## src/rtl/time_pkg.sv

```systemverilog
// Shared constants for the BCD time chain and its display paths.
// Segment patterns are active-high, bit order {g,f,e,d,c,b,a}.
package time_pkg;

  localparam int FLD_SS = 0;
  localparam int FLD_MM = 1;
  localparam int FLD_HH = 2;

  localparam int NDIG = 6;

  localparam logic [6:0] SEG_0    = 7'b0111111;
  localparam logic [6:0] SEG_1    = 7'b0000110;
  localparam logic [6:0] SEG_2    = 7'b1011011;
  localparam logic [6:0] SEG_3    = 7'b1001111;
  localparam logic [6:0] SEG_4    = 7'b1100110;
  localparam logic [6:0] SEG_5    = 7'b1101101;
  localparam logic [6:0] SEG_6    = 7'b1111101;
  localparam logic [6:0] SEG_7    = 7'b0000111;
  localparam logic [6:0] SEG_8    = 7'b1111111;
  localparam logic [6:0] SEG_9    = 7'b1101111;
  localparam logic [6:0] SEG_DASH = 7'b1000000;
  localparam logic [6:0] SEG_OFF  = 7'b0000000;

  typedef enum logic {
    PH_VISIBLE = 1'b0,
    PH_BLANKED = 1'b1
  } blink_phase_e;

  // Digits are paired per field: 0/1 = ss, 2/3 = mm, 4/5 = hh.
  function automatic logic [1:0] field_of(input logic [2:0] digit);
    return digit[2:1];
  endfunction

endpackage

```

## src/rtl/seg7_scan_display_if.sv

```systemverilog
// Display-side bundle: time/control inputs from the clock logic and the board pins.
interface seg7_scan_display_if;

  logic        en;
  logic [23:0] time_bcd;
  logic [2:0]  blink_mask;
  logic [5:0]  dp_mask;
  logic [6:0]  seg;
  logic        dp;
  logic [5:0]  dig_sel;

  modport master (
    output en, time_bcd, blink_mask, dp_mask,
    input  seg, dp, dig_sel
  );

  modport slave (
    input  en, time_bcd, blink_mask, dp_mask,
    output seg, dp, dig_sel
  );

endinterface

```

## src/rtl/bcd_to_seg7.sv

```systemverilog
// Combinational BCD digit decoder; any non-decimal nibble shows a dash.
module bcd_to_seg7
  import time_pkg::*;
(
  input  logic [3:0] nib,
  output logic [6:0] seg
);

  always_comb begin
    seg = SEG_DASH;
    case (nib)
      4'd0: seg = SEG_0;
      4'd1: seg = SEG_1;
      4'd2: seg = SEG_2;
      4'd3: seg = SEG_3;
      4'd4: seg = SEG_4;
      4'd5: seg = SEG_5;
      4'd6: seg = SEG_6;
      4'd7: seg = SEG_7;
      4'd8: seg = SEG_8;
      4'd9: seg = SEG_9;
      default: seg = SEG_DASH;
    endcase
  end

endmodule

```

## src/rtl/seg7_scan_display.sv

```systemverilog
// Six-digit multiplexed 7-segment driver for hh:mm:ss with frame-coherent
// snapshot, per-field blinking, hours leading-zero blanking and pin polarity.
module seg7_scan_display
  import time_pkg::*;
#(
  parameter int SCAN_DIV       = 50000,
  parameter int BLINK_FRAMES   = 64,
  parameter int SEG_ACTIVE_LOW = 1,
  parameter int DIG_ACTIVE_LOW = 1,
  parameter int LZB            = 1
) (
  input  logic               clk,
  input  logic               reset,
  seg7_scan_display_if.slave bus
);

  localparam int DIV_W  = $clog2(SCAN_DIV);
  localparam int BCNT_W = (BLINK_FRAMES > 1) ? $clog2(BLINK_FRAMES) : 1;

  localparam logic [2:0]        LAST_DIG  = 3'(NDIG - 1);
  localparam logic [DIV_W-1:0]  DIV_LAST  = DIV_W'(SCAN_DIV - 1);
  localparam logic [BCNT_W-1:0] BCNT_LAST = BCNT_W'(BLINK_FRAMES - 1);

  localparam logic [6:0]      SEG_INV = (SEG_ACTIVE_LOW != 0) ? 7'h7F : 7'h00;
  localparam logic            DP_INV  = (SEG_ACTIVE_LOW != 0);
  localparam logic [NDIG-1:0] DIG_INV = (DIG_ACTIVE_LOW != 0) ? 6'h3F : 6'h00;

  logic [DIV_W-1:0]  div;
  logic [2:0]        idx;
  logic [BCNT_W-1:0] bcnt;
  blink_phase_e      phase;
  logic [23:0]       snap;

  logic              tick;
  logic              frame_wrap;
  logic              blink_wrap;
  logic [2:0]        idx_nxt;
  logic [23:0]       snap_nxt;
  blink_phase_e      phase_nxt;

  logic [3:0]        nib;
  logic [6:0]        pattern;
  logic              blank;

  logic [6:0]        seg_q;
  logic              dp_q;
  logic [NDIG-1:0]   dig_q;

  assign tick       = bus.en && (div == DIV_LAST);
  assign frame_wrap = tick && (idx == LAST_DIG);
  assign blink_wrap = frame_wrap && (bcnt == BCNT_LAST);

  // The output register is fed from next-state values so the pins follow
  // idx with no extra lag and a new snapshot/phase lands on idx 0 directly.
  always_comb begin
    idx_nxt   = idx;
    snap_nxt  = snap;
    phase_nxt = phase;
    if (tick) begin
      idx_nxt = (idx == LAST_DIG) ? 3'd0 : idx + 3'd1;
    end
    if (frame_wrap) begin
      snap_nxt = bus.time_bcd;
    end
    if (blink_wrap) begin
      phase_nxt = (phase == PH_VISIBLE) ? PH_BLANKED : PH_VISIBLE;
    end
  end

  always_comb begin
    nib = snap_nxt[3:0];
    case (idx_nxt)
      3'd1: nib = snap_nxt[7:4];
      3'd2: nib = snap_nxt[11:8];
      3'd3: nib = snap_nxt[15:12];
      3'd4: nib = snap_nxt[19:16];
      3'd5: nib = snap_nxt[23:20];
      default: nib = snap_nxt[3:0];
    endcase
  end

  bcd_to_seg7 u_dec (
    .nib (nib),
    .seg (pattern)
  );

  assign blank = ((phase_nxt == PH_BLANKED) && bus.blink_mask[field_of(idx_nxt)])
              || ((LZB != 0) && (idx_nxt == LAST_DIG) && (nib == 4'd0));

  always_ff @(posedge clk or negedge reset) begin
    if (!reset) begin
      div   <= '0;
      idx   <= 3'd0;
      bcnt  <= '0;
      phase <= PH_VISIBLE;
      snap  <= 24'h0;
    end else if (bus.en) begin
      div   <= tick ? '0 : div + DIV_W'(1);
      idx   <= idx_nxt;
      snap  <= snap_nxt;
      phase <= phase_nxt;
      if (frame_wrap) begin
        bcnt <= blink_wrap ? '0 : bcnt + BCNT_W'(1);
      end
    end
  end

  // Pin levels are stored directly; a blanked digit keeps its dig_sel so
  // every slot has the same on-time and brightness stays even.
  always_ff @(posedge clk or negedge reset) begin
    if (!reset) begin
      seg_q <= SEG_OFF ^ SEG_INV;
      dp_q  <= DP_INV;
      dig_q <= DIG_INV;
    end else if (bus.en) begin
      seg_q <= (blank ? SEG_OFF : pattern) ^ SEG_INV;
      dp_q  <= (!blank && bus.dp_mask[idx_nxt]) ^ DP_INV;
      dig_q <= (NDIG'(1) << idx_nxt) ^ DIG_INV;
    end else begin
      seg_q <= SEG_OFF ^ SEG_INV;
      dp_q  <= DP_INV;
      dig_q <= DIG_INV;
    end
  end

  assign bus.seg     = seg_q;
  assign bus.dp      = dp_q;
  assign bus.dig_sel = dig_q;

endmodule

```

## src/flat_wrapper.sv

```systemverilog
// flat-port wrapper written by rule: the top's interface ports become plain ports
module seg7_scan_display_flat import time_pkg::*;
#(
  parameter int SCAN_DIV       = 50000,
  parameter int BLINK_FRAMES   = 64,
  parameter int SEG_ACTIVE_LOW = 1,
  parameter int DIG_ACTIVE_LOW = 1,
  parameter int LZB            = 1
)
  (clk, reset, bus_en, bus_time_bcd, bus_blink_mask, bus_dp_mask, bus_seg, bus_dp, bus_dig_sel);
  seg7_scan_display_if bus_i ();
  input  logic clk;
  input  logic reset;
  input wire logic [$bits(bus_i.en)-1:0] bus_en;
  input wire logic [$bits(bus_i.time_bcd)-1:0] bus_time_bcd;
  input wire logic [$bits(bus_i.blink_mask)-1:0] bus_blink_mask;
  input wire logic [$bits(bus_i.dp_mask)-1:0] bus_dp_mask;
  output wire logic [$bits(bus_i.seg)-1:0] bus_seg;
  output wire logic [$bits(bus_i.dp)-1:0] bus_dp;
  output wire logic [$bits(bus_i.dig_sel)-1:0] bus_dig_sel;
  assign bus_i.en = bus_en;
  assign bus_i.time_bcd = bus_time_bcd;
  assign bus_i.blink_mask = bus_blink_mask;
  assign bus_i.dp_mask = bus_dp_mask;
  assign bus_seg = bus_i.seg;
  assign bus_dp = bus_i.dp;
  assign bus_dig_sel = bus_i.dig_sel;
  seg7_scan_display #(.SCAN_DIV(SCAN_DIV), .BLINK_FRAMES(BLINK_FRAMES), .SEG_ACTIVE_LOW(SEG_ACTIVE_LOW), .DIG_ACTIVE_LOW(DIG_ACTIVE_LOW), .LZB(LZB)) u_core (.clk(clk), .reset(reset), .bus(bus_i));
endmodule
```

## config.mk

```make
export PLATFORM = sky130hd
export DESIGN_NAME = seg7_scan_display_flat
export DESIGN_NICKNAME = d
export VERILOG_FILES = /design/src/rtl/time_pkg.sv /design/src/rtl/seg7_scan_display_if.sv /design/src/rtl/bcd_to_seg7.sv /design/src/rtl/seg7_scan_display.sv /design/src/flat_wrapper.sv
export SDC_FILE = /design/constraint.sdc
export NUM_CORES = 1
export LEC_CHECK = 0
export CAP_MARGIN = 10
export CORE_MARGIN = 4
export CORE_UTILIZATION = 30
export DETAILED_ROUTE_END_ITERATION = 8
export PLACE_DENSITY = 0.56
export SLEW_MARGIN = 20
export SYNTH_ARGS = -nofsm -noshare
export SYNTH_HDL_FRONTEND = slang
export SYNTH_HIERARCHICAL = 1
export SYNTH_SLANG_ARGS = --single-unit
```

## constraint.sdc

```tcl
create_clock -name clk -period 4.8 [get_ports clk]
set_input_delay 1.44 -clock clk [delete_from_list [all_inputs] [get_ports clk]]
set_output_delay 1.44 -clock clk [all_outputs]
set_load 0.05 [all_outputs]
```

## Word level (Yosys, flattened, before mapping)

Memories as Yosys holds them, arrays and structs flattened.
Cells that the tools add are included.

| word-level totals | value |
|---|---|
| bits in registers | 64 |
| ROM bits | 112 |
| input port bits | 36 |
| output and inout bits | 14 |
| logic and storage cells | 52 |
| memories | 1 |

Memories:

| memory | words | bits a word | rd ports | clocked after Yosys merged registers in | wr ports | line | text |
|---|---|---|---|---|---|---|---|
| (no name shown) | 16 | 7 | 1 | 0 | 0 | bcd_to_seg7.sv:11 | `case (nib)` |

| operators by class | value |
|---|---|
| add/sub/neg operators | 3 |
| $lt $le $gt $ge | 2 |
| eq/ne operators | 8 |
| shift-type cells | 1 |
| multiplexer cells | 16 |
| bitwise gates (word level) | 3 |
| reduce and logical (&&, ||, !) cells | 10 |

Operator list:

| operator | count |
|---|---|
| $mux W24 | 1 |
| $pmux W4 S5 | 1 |
| $add A16 B1 Y16 const B | 1 |
| $eq A16 B16 Y1 const B | 1 |
| $mux W16 | 1 |
| $mux W7 | 2 |
| $mux W6 | 2 |
| $eq A3 B3 Y1 const B | 3 |
| $not A7 Y7 | 1 |
| $add A6 B1 Y6 const B | 1 |
| $eq A3 B2 Y1 const B | 2 |
| $eq A6 B6 Y1 const B | 1 |
| $logic_and A1 B1 Y1 | 6 |
| $mux W3 | 2 |
| $not A6 Y6 | 1 |
| $shl A1 B3 Y6 const A | 1 |
| $mux W1 | 5 |
| $logic_not A4 Y1 | 1 |
| $lt A3 B4 Y1 const B | 1 |
| $add A3 B1 Y3 const B | 1 |
| $bmux W1 S3 | 1 |
| $eq A3 B1 Y1 const B | 1 |
| $lt A2 B3 Y1 const B | 1 |
| $bmux W1 S2 | 1 |
| 4 further kinds | 4 |

## Depth between registers and ports, before layout

Gate-level depths: netlist (run 1).

| depth | value |
|---|---|
| depth after elaboration | 12 |
| mapped depth | 13 |
| gate-level depth less buffers | 12 |

## By module

The synthesis (run 1) kept the hierarchy.

By module, submodules not included:

| module | times used | cells each | area an instance (um2) | seq. area each (um2) |
|---|---|---|---|---|
| seg7_scan_display | 1 | 341 | 3,219.3 | 1,619.1 |
| bcd_to_seg7 | 1 | 29 | 232.7 | 0.0 |

## Worst setup path before layout (run 1)

No wires, ideal clock.

| timing | value |
|---|---|
| path type | input -> register |
| start point | input bus_en |
| end point | register u_core.seg_q[0], in the netlist u_core/bus.seg[0] |
| setup time | 0.096 ns |
| arrival time | 4.173 ns |
| data required time | 4.704 ns |
| slack | 0.531 ns |
| cell stages on the path | 11 |
| path buffers | 0 |
| cells stage by stage | nand4_1 nor4_4 mux4_1 o21ai_1 nor2_1 a31oi_1 inv_1 ha_1 mux2_2 o22ai_1 nand3_1 |

| between the ends | value |
|---|---|
| elaborated cells between the ends (all ways) | 22 |
| classes of those cells | 5 x eq/ne; 8 x mux; 1 x bitwise; 7 x reduce/logical; 1 x memory |

RTL lines:

| element | line | text |
|---|---|---|
| start: declaration | flat_wrapper.sv:14 | `input wire logic [$bits(bus_i.en)-1:0] bus_en;` |
| $logic_and A1 B1 Y1 * | seg7_scan_display.sv:49 | `assign tick = bus.en && (div == DIV_LAST);` |
| $mux W3 / $logic_and A1 B1 Y1 (equally long branches) | seg7_scan_display.sv:59, seg7_scan_display.sv:50 |  |
| $eq A3 B3 Y1, or another cell as far along | seg7_scan_display.sv:72 | `case (idx_nxt)` |
| $pmux W4 S5 * | seg7_scan_display.sv:72 |  |
| via u_core.nib[1] | seg7_scan_display.sv:41 | `logic [3:0] nib;` |
| $mem_v2 Z16 W7 * | - |  |
| via u_core.pattern[0] | seg7_scan_display.sv:42 | `logic [6:0] pattern;` |
| $mux W7 * | seg7_scan_display.sv:116 | `seg_q <= (blank ? SEG_OFF : pattern) ^ SEG_INV;` |
| $not A7 Y7 (no source line) * | - |  |
| $mux W7 * | seg7_scan_display.sv:115 | `end else if (bus.en) begin` |
| end signal: assignment | seg7_scan_display.sv:112 | `seg_q <= SEG_OFF ^ SEG_INV;` |
| end signal: assignment | seg7_scan_display.sv:116 |  |
| end signal: assignment | seg7_scan_display.sv:120 | `seg_q <= SEG_OFF ^ SEG_INV;` |
| end: declaration | seg7_scan_display.sv:45 | `logic [6:0] seg_q;` |

The timed path passes the listed nets; every way through them passes the cells marked *. The select of a mux whose other input is x is not followed.
A chain may end at the register's enable or synchronous reset.

## Worst setup path in the final report (run 1)

| timing | value |
|---|---|
| start point | input bus_en |
| end point | register u_core.seg_q[5], in the netlist u_core/bus.seg[5] |

Same word-level chain as after synthesis.

==> results by group, run 1 <==
Run status
  • Status: finished clean

Drt
  • Routed wire length per instance: roughly 14 um
  • Router iterations before antenna repair: 4
  • Final ANT Viol Nets: 0
  • Vias: ~2700
  • Drt drc: 0
  • Post-DR vias/cell: about 4.8
  • Final wirelength: around 8 mm
  • Detailed Route Iter0 Violations: approximately 140

Synth
  • #FFs+latches synth: between 60 and 70
  • Syn Area/Cell: ~9.3 um2
  • Top cells by area, synth: dfrtp_1 (36%), dfstp_2 (11%), nand2_1 (11%)
  • Synth Instances: 370
  • Syn_nets: about 410
  • Synth area leader: dfrtp_1
  • Post-Synthesis Cell Area: around 3500 um2
  • Netlist cell types: 51
  • Sequential fraction of the synthesis area: 0.469
  • Post-synth top area share: 0.362
  • YS warnings: 6

Run
  • Max-Cap Viols: 0

Global routing
  • Largest net degree at the start of global routing: 37
  • Vias in the first global route: ~2600
  • GRT Residual Overflow: 0
  • Global-route wire length before repair: 13.2 mm
  • GRT Util Overall: 0.128
  • Initial antenna violation count: 0

Clock network
  • Setup bufs post-CTS: 0
  • CTS tree: done
  • Clock sink count: 64
  • Root buffer cell: clkbuf_16
  • H-tree levels: 3
  • Clock slew at reported path FFs: 0.05 ns
  • Post-CTS Hold Buffers: 0
  • Cts bufs inserted: 9
  • Clock Tree Buf Depth: 2
  • Post-CTS Resized: 0
  • Later-pin clock latency in the skew report: 0.33 ns

Timing
  • Final Hold Fails: 0
  • Setup WS post-layout: 0.735 ns
  • Worst Max-Slew Pin Slew: roughly 0.93 ns
  • Crit path time final: between 4 and 5 ns
  • Final Max Tran Viols: 0
  • Fmax: about 250 MHz
  • Total negative slack: 0 ns
  • Clock Skew: 0.0102 ns
  • Setup violations, final: 0
  • RSZ-0062 raised after global routing: no
  • Max_slew headroom: 0.378
  • Fin crit share: 0.847

Layout
  • Final Non-Filler Cells: 564
  • Layout cells sized above 1: 0.127
  • Diodes inserted: 0
  • Final #Nets: 463
  • Final instance area: 4400 um2
  • Fillers: 1132
  • Area grow syn2layout: 27.4%

Placed design
  • DP Worst Slack: 0.395 ns
  • Placed cell count: 548
  • Placed Area: a little over 4000 um2
  • Detailed Place HPWL: approximately 5.9 mm
  • Placer Congestion: approximately 0.85
  • Number of port buffers: between 40 and 50

Worst setup path
  • Data required, critical path: 5.06 ns
  • Worst-path maximum fanout: 11
  • Startpoint Class: primary input
  • CP cell instances: clkdlybuf4s50_1 -> nand4_1 -> nor4_1 -> buf_4 -> and2_1 -> o21ai_0 -> nand2_1 -> mux2i_1 -> inv_1 -> ha_1 -> nor2b_1 -> o31a_1 -> nand3_1
  • Crit end category: flip-flop
  • Buf/Inv on CP: 3
  • Max incr delay on CP: 0.51 ns
  • Top delay family on crit path: simple AND/OR/NAND/NOR gates
  • Setup CP Type: in2reg
  • Critical-path top delay cell: clkdlybuf4s50_1
  • Critical path arrival: 4.32 ns

Pwr
  • Worst vdd ir: a little under 0.3 mV
  • PwrDens: ~320 nW/um2
  • LEAKAGE: 2.01 nW

Floorplan
  • Die Span X: about 120 um
  • Area of the core: approximately 11000 um2
  • DIE AREA: between 10000 and 15000 um2
  • Row count: 38
  • Initial Utilization: 0.313
  • Die H: about 120 um
  • I/O pin count: 50

Worst hold path
  • Worst hold path type: reg2reg
## report_power, final
part,switching (mW),total [mW],internal [mW]
Clock,0.225,0.678,0.453
Combinational,0.0604,0.126,0.0657
Sequential,0.0359,0.610,0.574
Total,0.321,1.41,1.09
## registers in the layout (all words and copies together) (netlist names)
register            cells
u_core/phase            1
u_core/bcnt             6
u_core/bus.dig_sel      6
u_core/snap            24
u_core/bus.seg          7
u_core/idx              3
u_core/div             16
u_core/bus.dp           1
## worst register-to-register path, stage by stage, from the launching register on
cell and delay, ns:
dfrtp_1 0.42, or4b_4 0.59, nor4_1 0.31, buf_4 0.23
and2_1 0.15, o21ai_0 0.13, nand2_1 0.21, mux2i_1 0.34
inv_1 0.15, ha_1 0.23, nor2b_1 0.13, o31a_1 0.23
nand3_1 0.06
## per-layer routing
layer / wire (um) / vias up / GRT usage
met2: 3480 / 67 / 0.184
li1: - / 1369 / -
met3: 366 / 11 / 0.0332
met5: 0 / - / 0
met1: 4080 / 1278 / 0.182
met4: 140 / 0 / 0.0548
## area by class of cell
cell class	instances	area, um2	share of cell area
Multi-Input combinational cell	275	1700	0.386
Sequential cell	64	1620	0.368
Timing Repair Buffer	59	561	0.127
Clock buffer	12	236	0.0538
Tap cell	140	175	0.0398
Clock inverter	4	70.1	0.0159
Inverter	10	37.5	0.00853
## kinds of logic (layout without fill, tap and decap cells)
logic type               count (synthesis)  after routing  synth area share
multiplexers                            23             23            0.0747
AND/OR/NAND/NOR                        182            182             0.259
adder cells (fa/ha/maj)                  8              8            0.0290
flip-flops                              64             64             0.469
AO/OA/AOI/OAI                           43             43            0.0812
buffers and inverters                   31             85            0.0388
XOR/XNOR                                19             19            0.0482
## cells in the final DEF, fill, tap and decap left out, drive strengths merged, types with 11 or more instances in the layout
cell type	instances
clkbuf	12
mux2i	13
buf	11
nand2	97
clkdlybuf4s50	48
dfrtp	50
dfstp	14
nand3	18
nor2	19
## Yosys cell counts, drive strengths merged
| master | count |
|---|---|
| a32oi | 2 |
| ha | 8 |
| a211oi | 2 |
| o22ai | 6 |
| nand2 | 97 |
| or4bb | 2 |
| clkbuf | 16 |
| o31ai | 1 |
| and4 | 4 |
| nor2 | 19 |
| nand2b | 2 |
| nor4bb | 2 |
| or2 | 1 |
| nand3 | 18 |
| a31oi | 4 |
| nor4 | 3 |
| mux2 | 9 |
| nor3b | 1 |
| nor4b | 2 |
| nor3 | 5 |
| o31a | 1 |
| nor2b | 6 |
| or4b | 2 |
| xor2 | 10 |
| mux2i | 13 |
| dfrtp | 50 |
| and3 | 5 |
| a22oi | 1 |
| xnor2 | 9 |
| a21boi | 1 |
| mux4 | 1 |
| o2bb2ai | 2 |
| inv | 10 |
| a21bo | 1 |
| o21ai | 10 |
| nand4bb | 1 |
| a21o | 3 |
| dfstp | 14 |
| a21oi | 7 |
| a22o | 2 |
| nand4 | 10 |
| and2 | 2 |
| buf | 5 |
## path summary, 6_finish.rpt
| kind | start | to | slack [ns] | cells past startpoint |
|---|---|---|---|---|
| setup / recovery | bus_en | u_core/bus.seg[5]$_DFF_PN1_ | 0.73 | 13 |
| hold / removal | u_core/snap[20]$_DFFE_PN0P_ | u_core/snap[20]$_DFFE_PN0P_ | 0.46 | 2 |
| setup reg to reg | u_core/div[7]$_DFFE_PN0P_ | u_core/bus.seg[5]$_DFF_PN1_ | 1.54 | 12 |
| hold reg to reg | u_core/snap[20]$_DFFE_PN0P_ | u_core/snap[20]$_DFFE_PN0P_ | 0.46 | 2 |
| max in group asynchronous | reset | u_core/bus.seg[4]$_DFF_PN1_ | 2.72 | 2 |
| min in group asynchronous | reset | u_core/idx[0]$_DFFE_PN0P_ | 1.14 | 1 |
## per-stage QoR
| step | total power [mW] | hold WS [ns] | utilization |
|---|---|---|---|
| finish | 1.41 | 0.463 | 0.399 |
| global route | 1.48 | 0.479 | 0.399 |
| CTS | 1.43 | 0.465 | 0.399 |
| global placement | 0.740 | 0.448 | 0.371 |
| detailed placement | 0.743 | 0.453 | 0.371 |
| floorplan | 0.679 | 0.433 | - |
No activity file was read; power rests on OpenSTA's default activity.
==> run 2: changes to the inputs <==
==> constraint.sdc (replaced) <==
create_clock -name clk -period 3.8 [get_ports clk]
set_input_delay 1.14 -clock clk [delete_from_list [all_inputs] [get_ports clk]]
set_output_delay 1.14 -clock clk [all_outputs]
set_load 0.05 [all_outputs]
==> run 2 against run 1 <==
Against the previous run:
- largest power group unchanged
- sequential cell count stayed put
- core utilization is 1.5 points higher
- combinational power up 31%
- register-to-register slack lost 0.84 ns
- power up 24%
- count of clock-buffer cells in the layout is 1 lower
- global-route usage up 0.57 points
- cell area up 3.8%
==> results by group, run 2 (synthesis gave the netlist of run 1 again) <==
Run status
  • Status: finished clean (unchanged)

Clock network
  • H-tree levels: 3 (unchanged)
  • Clock Tree Buf Depth: 2 (unchanged)
  • CTS tree: done (unchanged)
  • Root buffer cell: clkbuf_16 (unchanged)
  • Clock sink count: 64 (unchanged)
  • Cts bufs inserted: 9 (unchanged)
  • Later-pin clock latency in the skew report: 0.33 ns (about the same)
  • Setup bufs post-CTS: 0 (unchanged)
  • Clock slew at reported path FFs: 0.05 ns (about the same)

Worst setup path
  • Worst-path maximum fanout: 3 (was 11)
  • Setup CP Type: in2reg (unchanged)
  • Critical path arrival: 3.88 ns (was 4.32 ns)
  • Data required, critical path: 4.03 ns (was 5.06 ns)
  • Startpoint Class: primary input (unchanged)
  • Crit end category: flip-flop (unchanged)

Drt
  • Post-DR vias/cell: 4.84 (was 4.83)
  • Drt drc: 0 (unchanged)
  • Final wirelength: 8.22 mm (was 8.07 mm)
  • Vias: 2817 (was 2725)
  • Final ANT Viol Nets: 0 (unchanged)
  • Router iterations before antenna repair: 4 (unchanged)
  • Routed wire length per instance: 14.1 um (was 14.3 um)
  • Detailed Route Iter0 Violations: 139 (was 137)

Timing
  • Worst hold slack: 0.466 ns (was 0.463 ns)
  • Setup WS post-layout: 0.149 ns (was 0.735 ns)
  • Clock Skew: 0.00670 ns (was 0.0102 ns)
  • Setup violations, final: 0 (unchanged)
  • Final Hold Fails: 0 (unchanged)
  • Worst Max-Slew Pin Slew: 0.776 ns (was 0.933 ns)
  • Final Max Tran Viols: 0 (unchanged)
  • Crit path time final: approximately 3.7 ns
  • Fin crit share: 0.961
  • Max_slew headroom: 0.483 (was 0.378)
  • Fmax: 274 MHz

Layout
  • Seq. cell area: 1620 um2 (unchanged)
  • Commonest non-fill, non-tap cell in the layout: nand2_1 (unchanged)
  • Area grow syn2layout: 32.2% (was 27.4%)
  • Diodes inserted: 0 (unchanged)
  • Multi-input gate area: 1720 um2 (was 1700 um2)
  • Commonest non-fill, non-tap cells in the layout: nand2_1 (97), dfrtp_1 (50), clkdlybuf4s50_1 (48), buf_4 (26), nor2_1 (19) (was nand2_1 (97), dfrtp_1 (50), clkdlybuf4s50_1 (48), nor2_1 (19), nand3_1 (18))
  • Layout cells sized above 1: 0.181 (was 0.127)
  • Final #Nets: 481 (was 463)
  • Final Non-Filler Cells: 582 (was 564)
  • Largest register FFs: 24 (unchanged)
  • Most flop-heavy register: u_core/snap (unchanged)
  • Fillers: 1113 (was 1132)

Placed design
  • DP Worst Slack: -0.235 ns (was 0.395 ns)
  • Number of port buffers: 49 (unchanged)
  • Placed cell count: 566 (was 548)
  • Placer Congestion: 0.831 (was 0.852)
  • Detailed Place HPWL: 6.04 mm (was 5.88 mm)

Worst hold path
  • Worst hold path type: reg2reg (unchanged)

Global routing
  • GRT Residual Overflow: 0 (unchanged)
  • Initial antenna violation count: 0 (unchanged)
  • Global-route wire length before repair: 14.1 mm (was 13.2 mm)
  • Vias in the first global route: 2866 (was 2613)
  • Largest net degree at the start of global routing: 35 (was 37)
  • GRT Util Overall: 0.134 (was 0.128)

Pwr
  • LEAKAGE: 2.09 nW (was 2.01 nW)
  • PwrDens: 382 nW/um2 (was 321 nW/um2)
  • Total power: 1.75 mW (was 1.41 mW)
  • Worst vdd ir: 0.230 mV (was 0.296 mV)

Run
  • Max-Cap Viols: 0 (unchanged)

Floorplan
  • I/O pin count: 50 (unchanged)
  • Area of the core: 11000 um2 (unchanged)
  • Die H: 115 um (unchanged)
  • DIE AREA: 13300 um2 (unchanged)
  • Row count: 38 (unchanged)
  • Die Span X: 115 um (unchanged)
  • Initial Utilization: 0.313 (unchanged)
==> run 2: cell types whose count changed in the layout (fill, tap and decap cells not counted), moves of 2 or more <==
cell and change:
buf_4 +16, clkbuf_1 -2, clkinv_2 -2, clkinvlp_4 +3, o22ai_1 -2, o22ai_2 +2
==> run 2: stage by stage <==
stage,setup TNS [ns],util,cell area [um2]
final,0,0.414,4560
after global routing,-0.00446,0.414,4560
after CTS,0,0.412,4540
after detailed placement,-0.827,0.385,4250
after global placement,-0.580,0.385,4250
after floorplan,0,-,3460
==> run 2: layer usage <==
layer | GRT usage | wire length [um] | vias to the layer above
li1 | - | - | 1406
met1 | 0.183 | 4110 | 1338
met2 | 0.204 | 3620 | 62
met3 | 0.0374 | 380 | 11
met4 | 0.0477 | 116 | 0
met5 | 0 | 0 | -
==> run 2: final cells by class <==
type                       instances  share of cell area
inverter                          10             0.00822
tap                              140              0.0384
multi-input combinational        275               0.377
timing repair buffer              77               0.156
clock inverter                     5              0.0123
sequential                        64               0.355
clock buffer                      11              0.0532
==> run 2: worst paths after layout <==
path,start,endpoint,slack [ns],cells past startpoint
worst max-delay path,bus_en,u_core/bus.seg[0]$_DFF_PN1_,0.15,12
worst min register to register,u_core/snap[15]$_DFFE_PN0P_,u_core/snap[15]$_DFFE_PN0P_,0.47,2
worst min-delay path,u_core/snap[15]$_DFFE_PN0P_,u_core/snap[15]$_DFFE_PN0P_,0.47,2
min in group asynchronous,reset,u_core/div[10]$_DFFE_PN0P_,0.89,1
max in group asynchronous,reset,u_core/bus.dig_sel[3]$_DFF_PN1_,2.21,2
worst max register to register,u_core/div[7]$_DFFE_PN0P_,u_core/bus.seg[0]$_DFF_PN1_,0.70,11
==> run 2: critical path, stage by stage <==
cell,delay [ns]
clkdlybuf4s50_1,0.48
nand4_1,0.20
nor4_4,0.39
mux4_2,0.55
o21ai_2,0.08
nor2_1,0.07
a31oi_2,0.18
inv_2,0.08
ha_1,0.18
mux2_2,0.30
o22ai_2,0.14
nand3_1,0.09
==> run 2: power by group <==
part           leakage [nW]  internal, mW  switching (mW)
Sequential            0.836         0.724          0.0428
Clock                 0.135         0.523           0.291
Combinational          1.12        0.0860          0.0789
Total                  2.09          1.33           0.412
==> run 2: repair_timing <==
item                                    4_1_cts  5_1_grt
endpoints found under the setup margin        0        5
hold buffers                                  0        0
gates resized for setup                       0        7
